--- src/rtl/hbm_mvm_out_wb_agen_if.sv ---
// rtl/hbm_mvm_out_wb_agen_if.sv - engine beat stream and single-beat AXI write channels of the writeback stage
interface hbm_mvm_out_wb_agen_if #(
    parameter int AXI_DW = 256,
    parameter int ADDR_W = 32
);
    logic              in_vld;
    logic [AXI_DW-1:0] in_dat;
    logic              in_rdy;
    logic              m_awvalid;
    logic [ADDR_W-1:0] m_awaddr;
    logic              m_awready;
    logic              m_wvalid;
    logic [AXI_DW-1:0] m_wdata;
    logic              m_wlast;
    logic              m_wready;
    logic              m_bvalid;
    logic [1:0]        m_bresp;
    logic              m_bready;

    modport master (
        input  in_vld, in_dat, m_awready, m_wready, m_bvalid, m_bresp,
        output in_rdy, m_awvalid, m_awaddr, m_wvalid, m_wdata, m_wlast, m_bready
    );

    modport slave (
        output in_vld, in_dat, m_awready, m_wready, m_bvalid, m_bresp,
        input  in_rdy, m_awvalid, m_awaddr, m_wvalid, m_wdata, m_wlast, m_bready
    );
endinterface

--- src/rtl/hbm_mvm_out_wb_agen.sv ---
// rtl/hbm_mvm_out_wb_agen.sv - MVM output writeback: address generation, beat buffer, single-beat AXI writes
module hbm_mvm_out_wb_agen #(
    parameter int AXI_DW   = 256,
    parameter int ADDR_W   = 32,
    parameter int CNT_W    = 16,
    parameter int FIFO_DEP = 8,
    parameter int MAX_OUT  = 16
) (
    input  logic              i_clk,
    input  logic              i_rst,
    input  logic              i_start,
    input  logic [ADDR_W-1:0] i_cfg_base,
    input  logic [ADDR_W-1:0] i_cfg_head_str,
    input  logic [ADDR_W-1:0] i_cfg_surf_str,
    input  logic [ADDR_W-1:0] i_cfg_line_str,
    input  logic [CNT_W-1:0]  i_cfg_n_head,
    input  logic [CNT_W-1:0]  i_cfg_n_cg,
    input  logic [CNT_W-1:0]  i_cfg_n_h,
    input  logic [CNT_W-1:0]  i_cfg_n_w,
    output logic              o_busy,
    output logic              o_done,
    output logic              o_err,
    hbm_mvm_out_wb_agen_if.master io_bus
);
    localparam int PW = $clog2(FIFO_DEP);
    localparam int OW = $clog2(MAX_OUT + 1);
    localparam logic [ADDR_W-1:0] STEP = ADDR_W'(AXI_DW / 8);

    typedef enum logic [1:0] {S_IDLE, S_RUN, S_DRAIN, S_DONE} state_t;

    state_t            r_state;
    logic [ADDR_W-1:0] r_head_str, r_surf_str, r_line_str;
    logic [CNT_W-1:0]  r_n_head, r_n_cg, r_n_h, r_n_w;
    logic [CNT_W-1:0]  r_hd, r_cg, r_h, r_w;
    logic [ADDR_W-1:0] r_addr, r_row_base, r_surf_base, r_head_base;
    logic [ADDR_W-1:0] r_mem_addr [FIFO_DEP];
    logic [AXI_DW-1:0] r_mem_dat  [FIFO_DEP];
    logic [PW:0]       r_wr_ptr, r_aw_ptr, r_w_ptr;
    logic [OW-1:0]     r_outst;
    logic              r_busy, r_done, r_err;

    logic [PW:0]       w_aw_lag, w_w_lag, w_occ;
    logic              w_full, w_empty, w_room, w_in_rdy, w_awvalid, w_wvalid;
    logic              w_push, w_aw_hs, w_w_hs, w_b_hs, w_b_dec;
    logic              w_w_end, w_h_end, w_cg_end, w_hd_end, w_last, w_zero;
    logic [ADDR_W-1:0] w_row_nxt, w_surf_nxt, w_head_nxt;

    // An entry stays occupied until the slower of the AW and W readers has passed it.
    assign w_aw_lag  = r_wr_ptr - r_aw_ptr;
    assign w_w_lag   = r_wr_ptr - r_w_ptr;
    assign w_occ     = (w_aw_lag > w_w_lag) ? w_aw_lag : w_w_lag;
    assign w_full    = (w_occ == (PW+1)'(FIFO_DEP));
    assign w_empty   = (r_aw_ptr == r_wr_ptr) && (r_w_ptr == r_wr_ptr);
    assign w_room    = (r_outst < OW'(MAX_OUT));

    assign w_in_rdy  = (r_state == S_RUN) && !w_full && w_room;
    assign w_awvalid = ((r_state == S_RUN) || (r_state == S_DRAIN)) && (r_aw_ptr != r_wr_ptr) && w_room;
    assign w_wvalid  = ((r_state == S_RUN) || (r_state == S_DRAIN)) && (r_w_ptr != r_wr_ptr);

    assign w_push    = io_bus.in_vld && w_in_rdy;
    assign w_aw_hs   = w_awvalid && io_bus.m_awready;
    assign w_w_hs    = w_wvalid && io_bus.m_wready;
    assign w_b_hs    = io_bus.m_bvalid && r_busy;
    assign w_b_dec   = w_b_hs && (r_outst != '0);

    assign w_w_end   = (r_w  == r_n_w    - CNT_W'(1));
    assign w_h_end   = (r_h  == r_n_h    - CNT_W'(1));
    assign w_cg_end  = (r_cg == r_n_cg   - CNT_W'(1));
    assign w_hd_end  = (r_hd == r_n_head - CNT_W'(1));
    assign w_last    = w_w_end && w_h_end && w_cg_end && w_hd_end;
    assign w_zero    = (i_cfg_n_head == '0) || (i_cfg_n_cg == '0) || (i_cfg_n_h == '0) || (i_cfg_n_w == '0);

    assign w_row_nxt  = r_row_base  + r_line_str;
    assign w_surf_nxt = r_surf_base + r_surf_str;
    assign w_head_nxt = r_head_base + r_head_str;

    assign io_bus.in_rdy    = w_in_rdy;
    assign io_bus.m_awvalid = w_awvalid;
    assign io_bus.m_awaddr  = w_awvalid ? r_mem_addr[r_aw_ptr[PW-1:0]] : '0;
    assign io_bus.m_wvalid  = w_wvalid;
    assign io_bus.m_wdata   = w_wvalid ? r_mem_dat[r_w_ptr[PW-1:0]] : '0;
    assign io_bus.m_wlast   = 1'b1;
    assign io_bus.m_bready  = r_busy;
    assign o_busy = r_busy;
    assign o_done = r_done;
    assign o_err  = r_err;

    always_ff @(posedge i_clk) begin
        if (w_push) begin
            r_mem_addr[r_wr_ptr[PW-1:0]] <= r_addr;
            r_mem_dat[r_wr_ptr[PW-1:0]]  <= io_bus.in_dat;
        end
    end

    always_ff @(posedge i_clk or posedge i_rst) begin
        if (i_rst) begin
            r_state     <= S_IDLE;
            r_head_str  <= '0;
            r_surf_str  <= '0;
            r_line_str  <= '0;
            r_n_head    <= '0;
            r_n_cg      <= '0;
            r_n_h       <= '0;
            r_n_w       <= '0;
            r_hd        <= '0;
            r_cg        <= '0;
            r_h         <= '0;
            r_w         <= '0;
            r_addr      <= '0;
            r_row_base  <= '0;
            r_surf_base <= '0;
            r_head_base <= '0;
            r_wr_ptr    <= '0;
            r_aw_ptr    <= '0;
            r_w_ptr     <= '0;
            r_outst     <= '0;
            r_busy      <= 1'b0;
            r_done      <= 1'b0;
            r_err       <= 1'b0;
        end else begin
            if (w_push)  r_wr_ptr <= r_wr_ptr + (PW+1)'(1);
            if (w_aw_hs) r_aw_ptr <= r_aw_ptr + (PW+1)'(1);
            if (w_w_hs)  r_w_ptr  <= r_w_ptr  + (PW+1)'(1);
            if (w_aw_hs && !w_b_dec)      r_outst <= r_outst + OW'(1);
            else if (!w_aw_hs && w_b_dec) r_outst <= r_outst - OW'(1);
            if (w_b_hs && (io_bus.m_bresp != 2'b00)) r_err <= 1'b1;
            r_done <= 1'b0;

            case (r_state)
                S_IDLE: begin
                    if (i_start) begin
                        r_head_str  <= i_cfg_head_str;
                        r_surf_str  <= i_cfg_surf_str;
                        r_line_str  <= i_cfg_line_str;
                        r_n_head    <= i_cfg_n_head;
                        r_n_cg      <= i_cfg_n_cg;
                        r_n_h       <= i_cfg_n_h;
                        r_n_w       <= i_cfg_n_w;
                        r_hd        <= '0;
                        r_cg        <= '0;
                        r_h         <= '0;
                        r_w         <= '0;
                        r_addr      <= i_cfg_base;
                        r_row_base  <= i_cfg_base;
                        r_surf_base <= i_cfg_base;
                        r_head_base <= i_cfg_base;
                        r_err       <= 1'b0;
                        r_busy      <= 1'b1;
                        if (w_zero) begin
                            r_state <= S_DONE;
                            r_done  <= 1'b1;
                        end else begin
                            r_state <= S_RUN;
                        end
                    end
                end
                S_RUN: begin
                    // Each carry reloads the inner running sums from the next-outer one.
                    if (w_push) begin
                        if (!w_w_end) begin
                            r_w    <= r_w + CNT_W'(1);
                            r_addr <= r_addr + STEP;
                        end else begin
                            r_w <= '0;
                            if (!w_h_end) begin
                                r_h        <= r_h + CNT_W'(1);
                                r_row_base <= w_row_nxt;
                                r_addr     <= w_row_nxt;
                            end else begin
                                r_h <= '0;
                                if (!w_cg_end) begin
                                    r_cg        <= r_cg + CNT_W'(1);
                                    r_surf_base <= w_surf_nxt;
                                    r_row_base  <= w_surf_nxt;
                                    r_addr      <= w_surf_nxt;
                                end else begin
                                    r_cg <= '0;
                                    if (!w_hd_end) begin
                                        r_hd        <= r_hd + CNT_W'(1);
                                        r_head_base <= w_head_nxt;
                                        r_surf_base <= w_head_nxt;
                                        r_row_base  <= w_head_nxt;
                                        r_addr      <= w_head_nxt;
                                    end else begin
                                        r_hd    <= '0;
                                        r_state <= S_DRAIN;
                                    end
                                end
                            end
                        end
                    end
                end
                S_DRAIN: begin
                    if ((r_outst == '0) && w_empty) begin
                        r_state <= S_DONE;
                        r_done  <= 1'b1;
                    end
                end
                S_DONE: begin
                    r_state <= S_IDLE;
                    r_busy  <= 1'b0;
                end
                default: r_state <= S_IDLE;
            endcase
        end
    end
endmodule

--- src/flat_wrapper.sv ---
// flat-port wrapper written by rule: the top's interface ports become plain ports
module hbm_mvm_out_wb_agen_flat 
#(
    parameter int AXI_DW   = 256,
    parameter int ADDR_W   = 32,
    parameter int CNT_W    = 16,
    parameter int FIFO_DEP = 8,
    parameter int MAX_OUT  = 16
)
  (i_clk, i_rst, i_start, i_cfg_base, i_cfg_head_str, i_cfg_surf_str, i_cfg_line_str, i_cfg_n_head, i_cfg_n_cg, i_cfg_n_h, i_cfg_n_w, o_busy, o_done, o_err, io_bus_in_vld, io_bus_in_dat, io_bus_m_awready, io_bus_m_wready, io_bus_m_bvalid, io_bus_m_bresp, io_bus_in_rdy, io_bus_m_awvalid, io_bus_m_awaddr, io_bus_m_wvalid, io_bus_m_wdata, io_bus_m_wlast, io_bus_m_bready);
  hbm_mvm_out_wb_agen_if #(.AXI_DW(AXI_DW), .ADDR_W(ADDR_W)) io_bus_i ();
  input  logic i_clk;
  input  logic i_rst;
  input  logic i_start;
  input  logic [ADDR_W-1:0] i_cfg_base;
  input  logic [ADDR_W-1:0] i_cfg_head_str;
  input  logic [ADDR_W-1:0] i_cfg_surf_str;
  input  logic [ADDR_W-1:0] i_cfg_line_str;
  input  logic [CNT_W-1:0] i_cfg_n_head;
  input  logic [CNT_W-1:0] i_cfg_n_cg;
  input  logic [CNT_W-1:0] i_cfg_n_h;
  input  logic [CNT_W-1:0] i_cfg_n_w;
  output logic o_busy;
  output logic o_done;
  output logic o_err;
  input wire logic [$bits(io_bus_i.in_vld)-1:0] io_bus_in_vld;
  input wire logic [$bits(io_bus_i.in_dat)-1:0] io_bus_in_dat;
  input wire logic [$bits(io_bus_i.m_awready)-1:0] io_bus_m_awready;
  input wire logic [$bits(io_bus_i.m_wready)-1:0] io_bus_m_wready;
  input wire logic [$bits(io_bus_i.m_bvalid)-1:0] io_bus_m_bvalid;
  input wire logic [$bits(io_bus_i.m_bresp)-1:0] io_bus_m_bresp;
  output wire logic [$bits(io_bus_i.in_rdy)-1:0] io_bus_in_rdy;
  output wire logic [$bits(io_bus_i.m_awvalid)-1:0] io_bus_m_awvalid;
  output wire logic [$bits(io_bus_i.m_awaddr)-1:0] io_bus_m_awaddr;
  output wire logic [$bits(io_bus_i.m_wvalid)-1:0] io_bus_m_wvalid;
  output wire logic [$bits(io_bus_i.m_wdata)-1:0] io_bus_m_wdata;
  output wire logic [$bits(io_bus_i.m_wlast)-1:0] io_bus_m_wlast;
  output wire logic [$bits(io_bus_i.m_bready)-1:0] io_bus_m_bready;
  assign io_bus_i.in_vld = io_bus_in_vld;
  assign io_bus_i.in_dat = io_bus_in_dat;
  assign io_bus_i.m_awready = io_bus_m_awready;
  assign io_bus_i.m_wready = io_bus_m_wready;
  assign io_bus_i.m_bvalid = io_bus_m_bvalid;
  assign io_bus_i.m_bresp = io_bus_m_bresp;
  assign io_bus_in_rdy = io_bus_i.in_rdy;
  assign io_bus_m_awvalid = io_bus_i.m_awvalid;
  assign io_bus_m_awaddr = io_bus_i.m_awaddr;
  assign io_bus_m_wvalid = io_bus_i.m_wvalid;
  assign io_bus_m_wdata = io_bus_i.m_wdata;
  assign io_bus_m_wlast = io_bus_i.m_wlast;
  assign io_bus_m_bready = io_bus_i.m_bready;
  hbm_mvm_out_wb_agen #(.AXI_DW(AXI_DW), .ADDR_W(ADDR_W), .CNT_W(CNT_W), .FIFO_DEP(FIFO_DEP), .MAX_OUT(MAX_OUT)) u_core (.i_clk(i_clk), .i_rst(i_rst), .i_start(i_start), .i_cfg_base(i_cfg_base), .i_cfg_head_str(i_cfg_head_str), .i_cfg_surf_str(i_cfg_surf_str), .i_cfg_line_str(i_cfg_line_str), .i_cfg_n_head(i_cfg_n_head), .i_cfg_n_cg(i_cfg_n_cg), .i_cfg_n_h(i_cfg_n_h), .i_cfg_n_w(i_cfg_n_w), .o_busy(o_busy), .o_done(o_done), .o_err(o_err), .io_bus(io_bus_i));
endmodule
--- config.mk ---
export PLATFORM = sky130hd
export DESIGN_NAME = hbm_mvm_out_wb_agen_flat
export DESIGN_NICKNAME = d
export VERILOG_FILES = /design/src/rtl/hbm_mvm_out_wb_agen_if.sv /design/src/rtl/hbm_mvm_out_wb_agen.sv /design/src/flat_wrapper.sv
export SDC_FILE = /design/constraint.sdc
export NUM_CORES = 2
export LEC_CHECK = 0
export BUFFER_PORTS_ARGS = -buffer_cell sky130_fd_sc_hd__buf_2
export CORE_MARGIN = 5
export CORE_UTILIZATION = 40
export DETAILED_ROUTE_END_ITERATION = 8
export PLACE_DENSITY = 0.67
export SLEW_MARGIN = 20
export SYNTH_ARGS = -nofsm -noshare
export SYNTH_HDL_FRONTEND = slang
export SYNTH_SLANG_ARGS = --single-unit
--- constraint.sdc ---
create_clock -name i_clk -period 28.5 [get_ports i_clk]
set_input_delay 4.275 -clock i_clk [delete_from_list [all_inputs] [get_ports i_clk]]
set_output_delay 4.275 -clock i_clk [all_outputs]
set_load 0.02 [all_outputs]
==> flow_summary_export.csv <==
group,metric,value,unit
status,status,"complete, no violations",
timing,skew,0.0932,ns
logic_synthesis,ys_seq_area_share,70.3,%
logic_synthesis,synth_top_area_cell,"edfxtp_1",
timing,timing.fmax,0.0840,GHz
power_and_ir_drop,powerDensity,97.2,nW/um2
die,ios,753,
routing,wl_per_cell,25.5,um
die,core.rowCount,194,
die,die_w,539,um
cells_and_area,final_cells,11500,
power_and_ir_drop,p_comb_share,32.1,%
timing,setup_viol,0,
logic_synthesis,synth_edf_count,2304,
routing,vias,64800,
logic_synthesis,synth_compound_gate_area_share,5.42,%
logic_synthesis,synth-simple-area-share,5.86,%
placed_design,post-place-cells,10900,
logic_synthesis,syn_inst,6678,
cts,htreeDepth,5,
timing,fin_crit_sh,41.8,%
routing,drt_iter0_drc,6067,
placed_design,dp_hpwl,183000,um
power_and_ir_drop,p_leak,46.3,nW
cts,ctsHoldBuffers,0,
logic_synthesis,synthMuxAreaShare,13.8,%
placed_design,gp_congestion,0.903,
timing,fin_hold_ws,0.479,ns
logic_synthesis,netlist_area,112000,um2
setup_path,cp_max_fo,87,
timing,relSlewSlack,22.0,%
logic_synthesis,synth_common_cells,"2,304 x edfxtp_1, 817 x nand2_1, 576 x mux4_2",
grt,grt_pass1_vias,65600,
logic_synthesis,yosysTopAreaCellShare,61.9,%
die,die-area,290000,um2
logic_synthesis,synthAdderAreaFrac,1.48,%
cells_and_area,multi_input_area,31700,um2
cts,ctsResizeCount,0,
grt,antenna_found_initial,95,
routing,ant_nets,0,
setup_path,setup.worst_path.start_class,"flip-flop",
setup_path,cp_top_family,"buffers and inverters",
timing,worst_slew_pin_slew,1.17,ns
routing,firstDrtPassIters,6,
cts,clkTransAtPathRegs,0.06,ns
cells_and_area,drive_gt1_share,27.1,%
grt,grt_first_pass_wirelength,433000,um
cts,cts.sinks,2678,
cells_and_area,syn_to_final_growth,15.7,%
setup_path,cp.required,24.23,ns
setup_path,worst_path_max_delay_cell,"dfrtp_4",
flow_run,maxCapViolations,0,
die,dieHeight,539,um
logic_synthesis,yosysMostFrequentCell,"edfxtp_1",
logic_synthesis,syn_area_per_cell,16.7,um2
timing,final.setup.worst_slack,16.60,ns
cts,cts_buffer_depth,4,
power_and_ir_drop,seqPwrFrac,38.9,%
routing,routed_wl,293000,um
cts,cts_made_buffers,289,
logic_synthesis,ys_types,88,
power_and_ir_drop,switching_share,34.3,%
die,initial_core_util,40.1,%
cells_and_area,seq_area,78600,um2
logic_synthesis,synth_top_family_by_area,"multiplexers",
logic_synthesis,synth_nets,7264,
cts,clkLatencyLatePin,0.93,ns
power_and_ir_drop,power.share.clock,29.0,%
grt,grt_usage,19.5,%
timing,rsz0062_at_grt,"false",
setup_path,arrival,7.62,ns
logic_synthesis,synthTopCellsByArea,"edfxtp_1 62%, mux4_2 12%, dfrtp_1 8.4%, nand2_1 2.7%, a21oi_1 2.1%",
logic_synthesis,ys_warn_count,0,
timing,tns,0,ns
placed_design,post-place-ws,17.44,ns
power_and_ir_drop,p_total,12.6,mW
timing,slew_violations,0,
die,fp.coreArea,279000,um2
power_and_ir_drop,p_switching,4.31,mW
routing,via_per_inst,5.65,
grt,grt_overflow,0,
grt,grt_max_degree,121,
cts,cts_root_buf,"clkbuf_16",
setup_path,slowest_delay,1.05,ns
routing,drc,0,
timing,period_needed,11.90,ns
logic_synthesis,async_reset_ff_share,14.0,%
power_and_ir_drop,p_int,8.25,mW
placed_design,portBuffers,751,
logic_synthesis,synth_ff_type,"edfxtp_1",
setup_path,path_cells,"inv_8, ha_1, and4_1, nand2b_4, buf_4, buf_4, buf_4, buf_4, buf_4, a21oi_1, buf_2",
cells_and_area,nets,8069,
cells_and_area,fillCellCount,23700,
logic_synthesis,ys_seq_elements,2678,
setup_path,critical_path.most_common_cell,"buf_4",
cts,cts_tree,"built",
setup_path,cp-end-kind,"output port",
timing,hold_viol_final,0,
setup_path,worstPathBufferInverterCount,7,
cts,postCtsSetupRepairBufs,0,
cells_and_area,final_area,129000,um2
logic_synthesis,synth_xor_area_share,1.68,%
power_and_ir_drop,vdd_drop_max,79.5,uV
placed_design,place_area,120000,um2
hold_path,hp-class,"reg2reg",
cells_and_area,final_util,46.4,%
setup_path,critPathKind,"reg2out",
-- worst paths after layout --
kind | from | end | slack [ns] | depth (start not counted)
max | u_core.r_w_ptr[2]$_DFFE_PP0P_ | io_bus_m_wdata[159] | 16.60 | 11
min | u_core.r_row_base[11]$_DFFE_PP0P_ | u_core.r_row_base[11]$_DFFE_PP0P_ | 0.48 | 2
max reg2reg | u_core.r_w_ptr[2]$_DFFE_PP0P_ | u_core.r_mem_dat[5][6]$_DFFE_PP_ | 20.27 | 17
min reg2reg | u_core.r_row_base[11]$_DFFE_PP0P_ | u_core.r_row_base[11]$_DFFE_PP0P_ | 0.48 | 2
max in group asynchronous | i_rst | u_core.r_head_str[4]$_DFFE_PP0P_ | 22.71 | 4
min in group asynchronous | i_rst | u_core.r_n_head[0]$_DFFE_PP0P_ | 3.57 | 2
-- kinds of logic (layout without fill, tap and decap cells) --
| group | after synthesis | after routing |
|---|---|---|
| compound gates | 997 | 997 |
| buf+inv | 423 | 1444 |
| mux | 797 | 797 |
| other cells | 1 | 57 |
| flops | 2678 | 2678 |
| xor+xnor | 214 | 214 |
| fa+ha+maj | 129 | 129 |
| simple gates | 1439 | 1439 |
-- placed cells by master, fill, tap and decap left out, types with 90 or more instances in the layout --
master     count
a21oi_1      461
buf_2        751
buf_4         97
clkbuf_16    291
dfrtp_1      369
edfxtp_1    2304
ha_1         122
mux2_2       177
mux4_2       576
nand2_1      816
nor2_1       187
o21ai_0      142
xnor2_1      124
xor2_1        90
-- state kept, by name, summed over array words and instances, names as in the netlist, 2 cells and up --
register,cells
u_core.r_addr,32
u_core.r_aw_ptr,4
u_core.r_cg,16
u_core.r_h,16
u_core.r_hd,16
u_core.r_head_base,32
u_core.r_head_str,32
u_core.r_line_str,32
u_core.r_mem_addr,256
u_core.r_mem_dat,2048
u_core.r_n_cg,16
u_core.r_n_h,16
u_core.r_n_head,16
u_core.r_n_w,16
u_core.r_outst,5
u_core.r_row_base,32
u_core.r_state,2
u_core.r_surf_base,32
u_core.r_surf_str,32
u_core.r_w,16
u_core.r_w_ptr,4
u_core.r_wr_ptr,4
-- layout make-up --
cell class	count	area share, %
Clock inverter	155	1.22
Inverter	76	0.232
Multi-Input combinational cell	3577	24.5
Tap cell	3724	3.61
Clock buffer	352	5.87
Sequential cell	2678	60.8
Timing Repair Buffer	861	3.67
Antenna cell	56	0.108
-- power by group through the flow --
stage / Clock (mW) / Sequential [mW] / Combinational (mW)
after floorplan: 0 / 5.16 / 2.60
after global placement: 0 / 4.94 / 4.05
after detailed placement: 0 / 4.97 / 4.08
after CTS: 3.72 / 4.89 / 4.09
after global routing: 3.89 / 4.92 / 4.29
final: 3.64 / 4.89 / 4.03
-- tightest hold or removal path: stages, from the launching register on --
cell and delay, ns:
dfrtp_1 0.34, nand2_1 0.05, o31ai_1 0.05
-- routing by layer --
metal	GRT usage (%)	vias up	wire (um)
met5	0	-	334
met4	6.14	54	9550
met3	5.08	539	26500
met2	30.9	2828	138000
met1	26.6	33500	118000
li1	-	27900	-
(Power assumes the default switching activity.)
